===== src/rtl/leg_mem_pkg.sv =====
// Shared types and constants for the legacy memory subsystem.
// Contents:
//   arb_state_t  - RAM arbiter service state (IDLE -> ACCESS -> CAPTURE)
//   port_idx_t   - requester index (0 = instruction fetch, 1 = load/store)
//   PORT_IFETCH / PORT_LSU - named requester indices
//   other_port() - the opposite requester, used for round-robin tie break
package leg_mem_pkg;

   typedef enum logic [1:0] {
      IDLE    = 2'd0,
      ACCESS  = 2'd1,
      CAPTURE = 2'd2
   } arb_state_t;

   typedef logic port_idx_t;

   localparam port_idx_t PORT_IFETCH = 1'b0;
   localparam port_idx_t PORT_LSU    = 1'b1;

   function automatic port_idx_t other_port(input port_idx_t p);
      return port_idx_t'(~p);
   endfunction

endpackage


===== src/rtl/rr_arb2.sv =====
// Two-requester combinational round-robin picker.
// Ports:
//   req[1:0]  (in)  eligible requesters, bit i = port i
//   last_gnt  (in)  port that won the previous grant
//   gnt_valid (out) at least one requester is eligible
//   gnt_idx   (out) winning port; on a tie the port that did not win last time
module rr_arb2
   import leg_mem_pkg::*;
(
   input  logic [1:0] req,
   input  port_idx_t  last_gnt,
   output logic       gnt_valid,
   output port_idx_t  gnt_idx
);

   // Pick the single requester, or alternate away from last_gnt on a tie.
   always_comb begin
      gnt_valid = |req;
      gnt_idx   = PORT_IFETCH;
      case (req)
         2'b01:   gnt_idx = PORT_IFETCH;
         2'b10:   gnt_idx = PORT_LSU;
         2'b11:   gnt_idx = other_port(last_gnt);
         default: gnt_idx = PORT_IFETCH;
      endcase
   end

endmodule


===== src/rtl/ram_arbiter.sv =====
// Shares one single-port synchronous RAM between the instruction-fetch port
// (p0) and the load/store port (p1). One access is in flight at a time and
// each takes exactly three cycles: IDLE (grant) -> ACCESS -> CAPTURE.
// Ports:
//   clk, rst_n                 clock, asynchronous active-low reset
//   pX_req/we/addr/wdata (in)  request fields, held until pX_ack
//   pX_rdata, pX_ack     (out) registered read data, one-cycle completion pulse
//   ram_cs/we/oe/addr/data_in (out) registered RAM command
//   ram_data_out         (in)  RAM read data, valid the cycle after the command
//   busy                 (out) high while in ACCESS or CAPTURE
module ram_arbiter
   import leg_mem_pkg::*;
#(
   parameter int DATA_WIDTH = 64,
   parameter int ADDR_WIDTH = 12
) (
   input  logic                  clk,
   input  logic                  rst_n,
   input  logic                  p0_req,
   input  logic                  p0_we,
   input  logic [ADDR_WIDTH-1:0] p0_addr,
   input  logic [DATA_WIDTH-1:0] p0_wdata,
   output logic [DATA_WIDTH-1:0] p0_rdata,
   output logic                  p0_ack,
   input  logic                  p1_req,
   input  logic                  p1_we,
   input  logic [ADDR_WIDTH-1:0] p1_addr,
   input  logic [DATA_WIDTH-1:0] p1_wdata,
   output logic [DATA_WIDTH-1:0] p1_rdata,
   output logic                  p1_ack,
   output logic                  ram_cs,
   output logic                  ram_we,
   output logic                  ram_oe,
   output logic [ADDR_WIDTH-1:0] ram_addr,
   output logic [DATA_WIDTH-1:0] ram_data_in,
   input  logic [DATA_WIDTH-1:0] ram_data_out,
   output logic                  busy
);

   arb_state_t            state_q, state_d;
   port_idx_t             gnt_idx_q, gnt_idx_d;
   port_idx_t             last_gnt_q, last_gnt_d;
   logic                  op_we_q, op_we_d;
   logic                  ram_cs_q, ram_cs_d;
   logic                  ram_we_q, ram_we_d;
   logic                  ram_oe_q, ram_oe_d;
   logic [ADDR_WIDTH-1:0] ram_addr_q, ram_addr_d;
   logic [DATA_WIDTH-1:0] ram_data_in_q, ram_data_in_d;
   logic [DATA_WIDTH-1:0] p0_rdata_q, p0_rdata_d;
   logic [DATA_WIDTH-1:0] p1_rdata_q, p1_rdata_d;
   logic                  p0_ack_q, p0_ack_d;
   logic                  p1_ack_q, p1_ack_d;
   logic                  busy_q, busy_d;

   logic [1:0]            elig_s;
   logic                  gnt_valid_s;
   port_idx_t             win_s;

   // A requester still holding req during its own ack cycle is not eligible,
   // so it cannot be serviced twice for one request.
   assign elig_s = {p1_req & ~p1_ack_q, p0_req & ~p0_ack_q};

   rr_arb2 u_rr_arb2 (
      .req       (elig_s),
      .last_gnt  (last_gnt_q),
      .gnt_valid (gnt_valid_s),
      .gnt_idx   (win_s)
   );

   // State register.
   always_ff @(posedge clk or negedge rst_n) begin
      if (!rst_n) begin
         state_q <= IDLE;
      end else begin
         state_q <= state_d;
      end
   end

   // Next-state logic: fixed three-cycle service once granted.
   always_comb begin
      state_d = state_q;
      case (state_q)
         IDLE: begin
            if (gnt_valid_s) begin
               state_d = ACCESS;
            end else begin
               state_d = IDLE;
            end
         end
         ACCESS:  state_d = CAPTURE;
         CAPTURE: state_d = IDLE;
         default: state_d = IDLE;
      endcase
   end

   // Output and datapath logic; RAM strobes default low so they are only
   // asserted for the ACCESS cycle.
   always_comb begin
      gnt_idx_d     = gnt_idx_q;
      last_gnt_d    = last_gnt_q;
      op_we_d       = op_we_q;
      ram_cs_d      = 1'b0;
      ram_we_d      = 1'b0;
      ram_oe_d      = 1'b0;
      ram_addr_d    = ram_addr_q;
      ram_data_in_d = ram_data_in_q;
      p0_rdata_d    = p0_rdata_q;
      p1_rdata_d    = p1_rdata_q;
      p0_ack_d      = 1'b0;
      p1_ack_d      = 1'b0;
      case (state_q)
         IDLE: begin
            if (gnt_valid_s) begin
               gnt_idx_d  = win_s;
               last_gnt_d = win_s;
               ram_cs_d   = 1'b1;
               if (win_s == PORT_LSU) begin
                  op_we_d       = p1_we;
                  ram_we_d      = p1_we;
                  ram_oe_d      = ~p1_we;
                  ram_addr_d    = p1_addr;
                  ram_data_in_d = p1_wdata;
               end else begin
                  op_we_d       = p0_we;
                  ram_we_d      = p0_we;
                  ram_oe_d      = ~p0_we;
                  ram_addr_d    = p0_addr;
                  ram_data_in_d = p0_wdata;
               end
            end else begin
               ram_cs_d = 1'b0;
            end
         end
         ACCESS: begin
            ram_cs_d = 1'b0;
         end
         CAPTURE: begin
            // Writes complete with an ack but leave rdata untouched.
            if (gnt_idx_q == PORT_LSU) begin
               p1_ack_d = 1'b1;
               if (!op_we_q) begin
                  p1_rdata_d = ram_data_out;
               end else begin
                  p1_rdata_d = p1_rdata_q;
               end
            end else begin
               p0_ack_d = 1'b1;
               if (!op_we_q) begin
                  p0_rdata_d = ram_data_out;
               end else begin
                  p0_rdata_d = p0_rdata_q;
               end
            end
         end
         default: begin
            ram_cs_d = 1'b0;
         end
      endcase
      busy_d = (state_d == ACCESS) || (state_d == CAPTURE);
   end

   // Datapath and output registers; last_gnt resets to port 1 so port 0
   // wins the first tie.
   always_ff @(posedge clk or negedge rst_n) begin
      if (!rst_n) begin
         gnt_idx_q     <= PORT_IFETCH;
         last_gnt_q    <= PORT_LSU;
         op_we_q       <= 1'b0;
         ram_cs_q      <= 1'b0;
         ram_we_q      <= 1'b0;
         ram_oe_q      <= 1'b0;
         ram_addr_q    <= {ADDR_WIDTH{1'b0}};
         ram_data_in_q <= {DATA_WIDTH{1'b0}};
         p0_rdata_q    <= {DATA_WIDTH{1'b0}};
         p1_rdata_q    <= {DATA_WIDTH{1'b0}};
         p0_ack_q      <= 1'b0;
         p1_ack_q      <= 1'b0;
         busy_q        <= 1'b0;
      end else begin
         gnt_idx_q     <= gnt_idx_d;
         last_gnt_q    <= last_gnt_d;
         op_we_q       <= op_we_d;
         ram_cs_q      <= ram_cs_d;
         ram_we_q      <= ram_we_d;
         ram_oe_q      <= ram_oe_d;
         ram_addr_q    <= ram_addr_d;
         ram_data_in_q <= ram_data_in_d;
         p0_rdata_q    <= p0_rdata_d;
         p1_rdata_q    <= p1_rdata_d;
         p0_ack_q      <= p0_ack_d;
         p1_ack_q      <= p1_ack_d;
         busy_q        <= busy_d;
      end
   end

   assign ram_cs      = ram_cs_q;
   assign ram_we      = ram_we_q;
   assign ram_oe      = ram_oe_q;
   assign ram_addr    = ram_addr_q;
   assign ram_data_in = ram_data_in_q;
   assign p0_rdata    = p0_rdata_q;
   assign p1_rdata    = p1_rdata_q;
   assign p0_ack      = p0_ack_q;
   assign p1_ack      = p1_ack_q;
   assign busy        = busy_q;

endmodule


===== config.mk =====
export PLATFORM = sky130hd
export DESIGN_NAME = ram_arbiter
export DESIGN_NICKNAME = d
export VERILOG_FILES = /design/src/rtl/leg_mem_pkg.sv /design/src/rtl/rr_arb2.sv /design/src/rtl/ram_arbiter.sv
export SDC_FILE = /design/constraint.sdc
export NUM_CORES = 1
export LEC_CHECK = 0
export BUFFER_PORTS_ARGS = -buffer_cell sky130_fd_sc_hd__buf_4
export CAP_MARGIN = 20
export CORE_AREA = 2 2 166 168
export CTS_CLUSTER_DIAMETER = 200
export DETAILED_ROUTE_END_ITERATION = 10
export DIE_AREA = 0 0 168 170
export HOLD_SLACK_MARGIN = 0.06
export SYNTH_ARGS = -nofsm -noshare
export SYNTH_HDL_FRONTEND = slang
export SYNTH_SLANG_ARGS = --single-unit

===== constraint.sdc =====
create_clock -name clk -period 2.2 [get_ports clk]
set_clock_uncertainty 0.05 [all_clocks]
set_input_delay 0.11 -clock clk [delete_from_list [all_inputs] [get_ports clk]]
set_output_delay 0.11 -clock clk [all_outputs]
set_load 0.05 [all_outputs]

==> results.cfg <==
[clocking]
clk_pin_slew_worst_paths_ns = 0.06
cts_tree = yes
cts_max_path_buffers = 3
clock_sinks = 215
cts_root_buf = clkbuf_16
cts_setup_buffers = 0
insertion_delay_ns = 0.51
cts_buffers = 26
htreeDepth = 1

[drt]
wl_um = 31800
drtIter0Drc = 338
drc = 0
ant_nets = 0
first_pass_iters = 5
wire_per_inst_um = 18.3
vias = 8275
routed_via_density = 4.77

[logic_synthesis]
syn-cell-area_sq_um = 9210
yosysWarnings = 0
synth.most_common_cell = dfrtp_1
ys_seq_elements = 215
yosys.cell_types.count = 26
postSynthAreaPerCell_sq_um = 12.8
synth-main-ff-cell = dfrtp_1
synth-seq-area-share = 0.585
async_flop_share = 1.00
synth.area.top_cells = dfrtp_1 (58%), mux2_4 (20%), a21oi_1 (8.3%)
syn_nets = 943
synthCells = 721
yosysTopAreaCell = dfrtp_1
synth_edf_count = 0
synthTopCellsByCount = dfrtp_1 (214), a21oi_1 (153), mux2_4 (120)
synth.top_cell.area_share = 0.582

[placement]
dp_cells = 1463
place.gp.congestion = 0.781
post-place-ws_ns = 0.463
port_buffers = 431
place_hpwl_um = 20400

[setup_path]
crit_end = ram_we$_DFF_PN0_
rr_endpoint = ram_we$_DFF_PN0_
cp_num_cells = 6
slowest_stage = dlygate4sd3_1
crit_family = buffers and inverters
r2r_cells = 6
slowest_delay_ns = 0.55
worst_setup_path_end_kind = flop
worstPathRequired_ns = 2.60
critPathKind = reg -> reg
cp-start-kind = flop
crit_buf_inv = 2
rrSetupSlack_ns = 0.15
crit_path_max_fanout = 62
regToRegStartpoint = p1_ack$_DFF_PN0_
critPathLaunch = p1_ack$_DFF_PN0_
cp_cell_sequence = nand2b_1 > a21oi_4 > buf_12 > nand2_1 > a21oi_1 > dlygate4sd3_1
cp.arrival_ns = 2.45

[finish]
num-nets-final = 1592
drive_gt1_frac = 0.455
instances_no_fill = 1734
syn_to_final_growth_pct = 72.1

[timing]
rsz0062_at_grt = false
worst_pin_slew_ns = 0.642
period_needed_ns = 2.05
timing.final.hold_violations = 0
finalCritPeriodShare = 0.932
setup_viol = 0
setup_slack_ns = 0.151
slew_headroom = 0.572
fin_setup_tns_ns = 0
finalMaxSlewViolations = 0
max_freq_mhz = 488

[floorplanning]
fp.dieH_um = 170
core_area_sq_um = 26700
die-area_sq_um = 28600
fp-row-count = 60
die_w_um = 168
pin_count = 432
start_util = 0.345

[status]
status = finished clean

[global_routing]
grt_use_total = 0.214
gr-total-overflow = 0
grt_pass1_wl_um = 49000
grt_antenna_before_repair = 0
grt_pass1_vias = 8722
grt_max_degree = 80

[pwr]
leakage_uw = 0.00764
ir_drop_mv = 1.14
p_per_area_nw_per_um2 = 1760

[min_path]
min_path_type = in -> reg
whs_path_depth = 4

[flow_run]
drv_cap = 0
==> registers in the layout, summed over array words and instances, names as in the netlist <==
register	flops
op_we_q	1
p0_ack	1
gnt_idx_q	1
ram_cs	1
busy	1
ram_addr	12
p1_rdata	64
p1_ack	1
ram_we	1
ram_oe	1
p0_rdata	64
state_q	2
last_gnt_q	1
ram_data_in	64
==> timing repair <==
| action | 4_1_cts | 5_1_grt |
|---|---|---|
| endpoints found under the hold margin | 421 | 0 |
| gates resized for setup | 0 | 0 |
| hold buffers | 220 | 0 |
==> cell families after synthesis <==
group | Yosys count | synth area share
and+or+nand+nor | 167 | 0.0727
buffers and inverters | 51 | 0.0491
muxes | 128 | 0.205
DFF | 215 | 0.585
AOI/OAI and AO/OA | 160 | 0.0882
==> cell usage in the layout (no fill, tap or decap) <==
cell,instances
mux2_4,120
dfstp_2,1
bufinv_16,3
clkinvlp_4,4
inv_2,1
a21oi_1,153
nor2b_1,1
diode_2,3
o21ai_4,1
a21o_2,1
nor2_1,79
inv_1,2
o21ai_0,3
clkbuf_1,3
clkbuf_8,7
nand2_1,80
nor2b_4,1
a31oi_1,1
buf_8,1
a21oi_4,1
and3_4,1
clkinv_2,4
and3_1,1
nor3b_2,1
dfrtp_1,214
dlygate4sd3_1,220
buf_12,10
mux2_2,8
clkbuf_16,27
nand2b_1,1
nor2b_2,1
and2b_4,1
buf_4,438
==> per-stage QoR <==
step	cell area [sq um]	hold WS [ns]	total power [uW]	utilization
finish	15800	0.0752	27900	0.595
global route	15800	0.0866	29200	0.594
CTS	15800	0.0639	28100	0.594
detailed placement	12700	0.0862	23100	0.477
global placement	12700	0.0878	22900	0.477
floorplan	9210	-0.236	18100	-
==> report_power, final <==
part / internal, uW / switching (uW) / total, uW
clock network: 2820 / 1700 / 4530
registers: 5990 / 1210 / 7200
logic: 5650 / 10600 / 16200
==> area by class of cell <==
| cell class | count | area, sq um |
|---|---|---|
| antenna | 3 | 7.51 |
| clock buffer | 37 | 783 |
| clock inverter | 11 | 140 |
| fill | 2090 | 10800 |
| inverter | 3 | 11.3 |
| multi-input combinational | 455 | 3390 |
| sequential | 215 | 5380 |
| tap | 341 | 427 |
| timing repair buffer | 669 | 5710 |
==> tightest hold or removal path, delay by kind of cell <==
| family | cells | cell delay [ns] |
|---|---|---|
| AND/OR/NAND/NOR | 1 | 0.22 |
| buffers and inverters | 2 | 0.14 |
| AO/OA/AOI/OAI | 1 | 0.13 |
==> worst min path at each step <==
stage | slack [ns] | endpoint | from
global route | 0.09 | state_q[0]$_DFF_PN0_ | p1_req
global placement | 0.09 | ram_data_in[9]$_DFFE_PN0N_ | rst_n
finish | 0.08 | state_q[0]$_DFF_PN0_ | p1_req
floorplan | -0.24 | busy$_DFF_PN0_ | rst_n
detailed placement | 0.09 | ram_data_in[9]$_DFFE_PN0N_ | rst_n
CTS | 0.06 | state_q[0]$_DFF_PN0_ | p1_req
==> metal layers <==
layer / wire [um] / global-route usage / up-vias / part of all wire
met3: 2370 / 0.0512 / 57 / 0.074
met2: 15600 / 0.372 / 365 / 0.49
met5: 0 / 0 / - / 0
met1: 13000 / 0.266 / 4094 / 0.41
met4: 835 / 0.0643 / 0 / 0.026
li1: - / - / 3759 / -
Power figures use the tool's default switching activity.
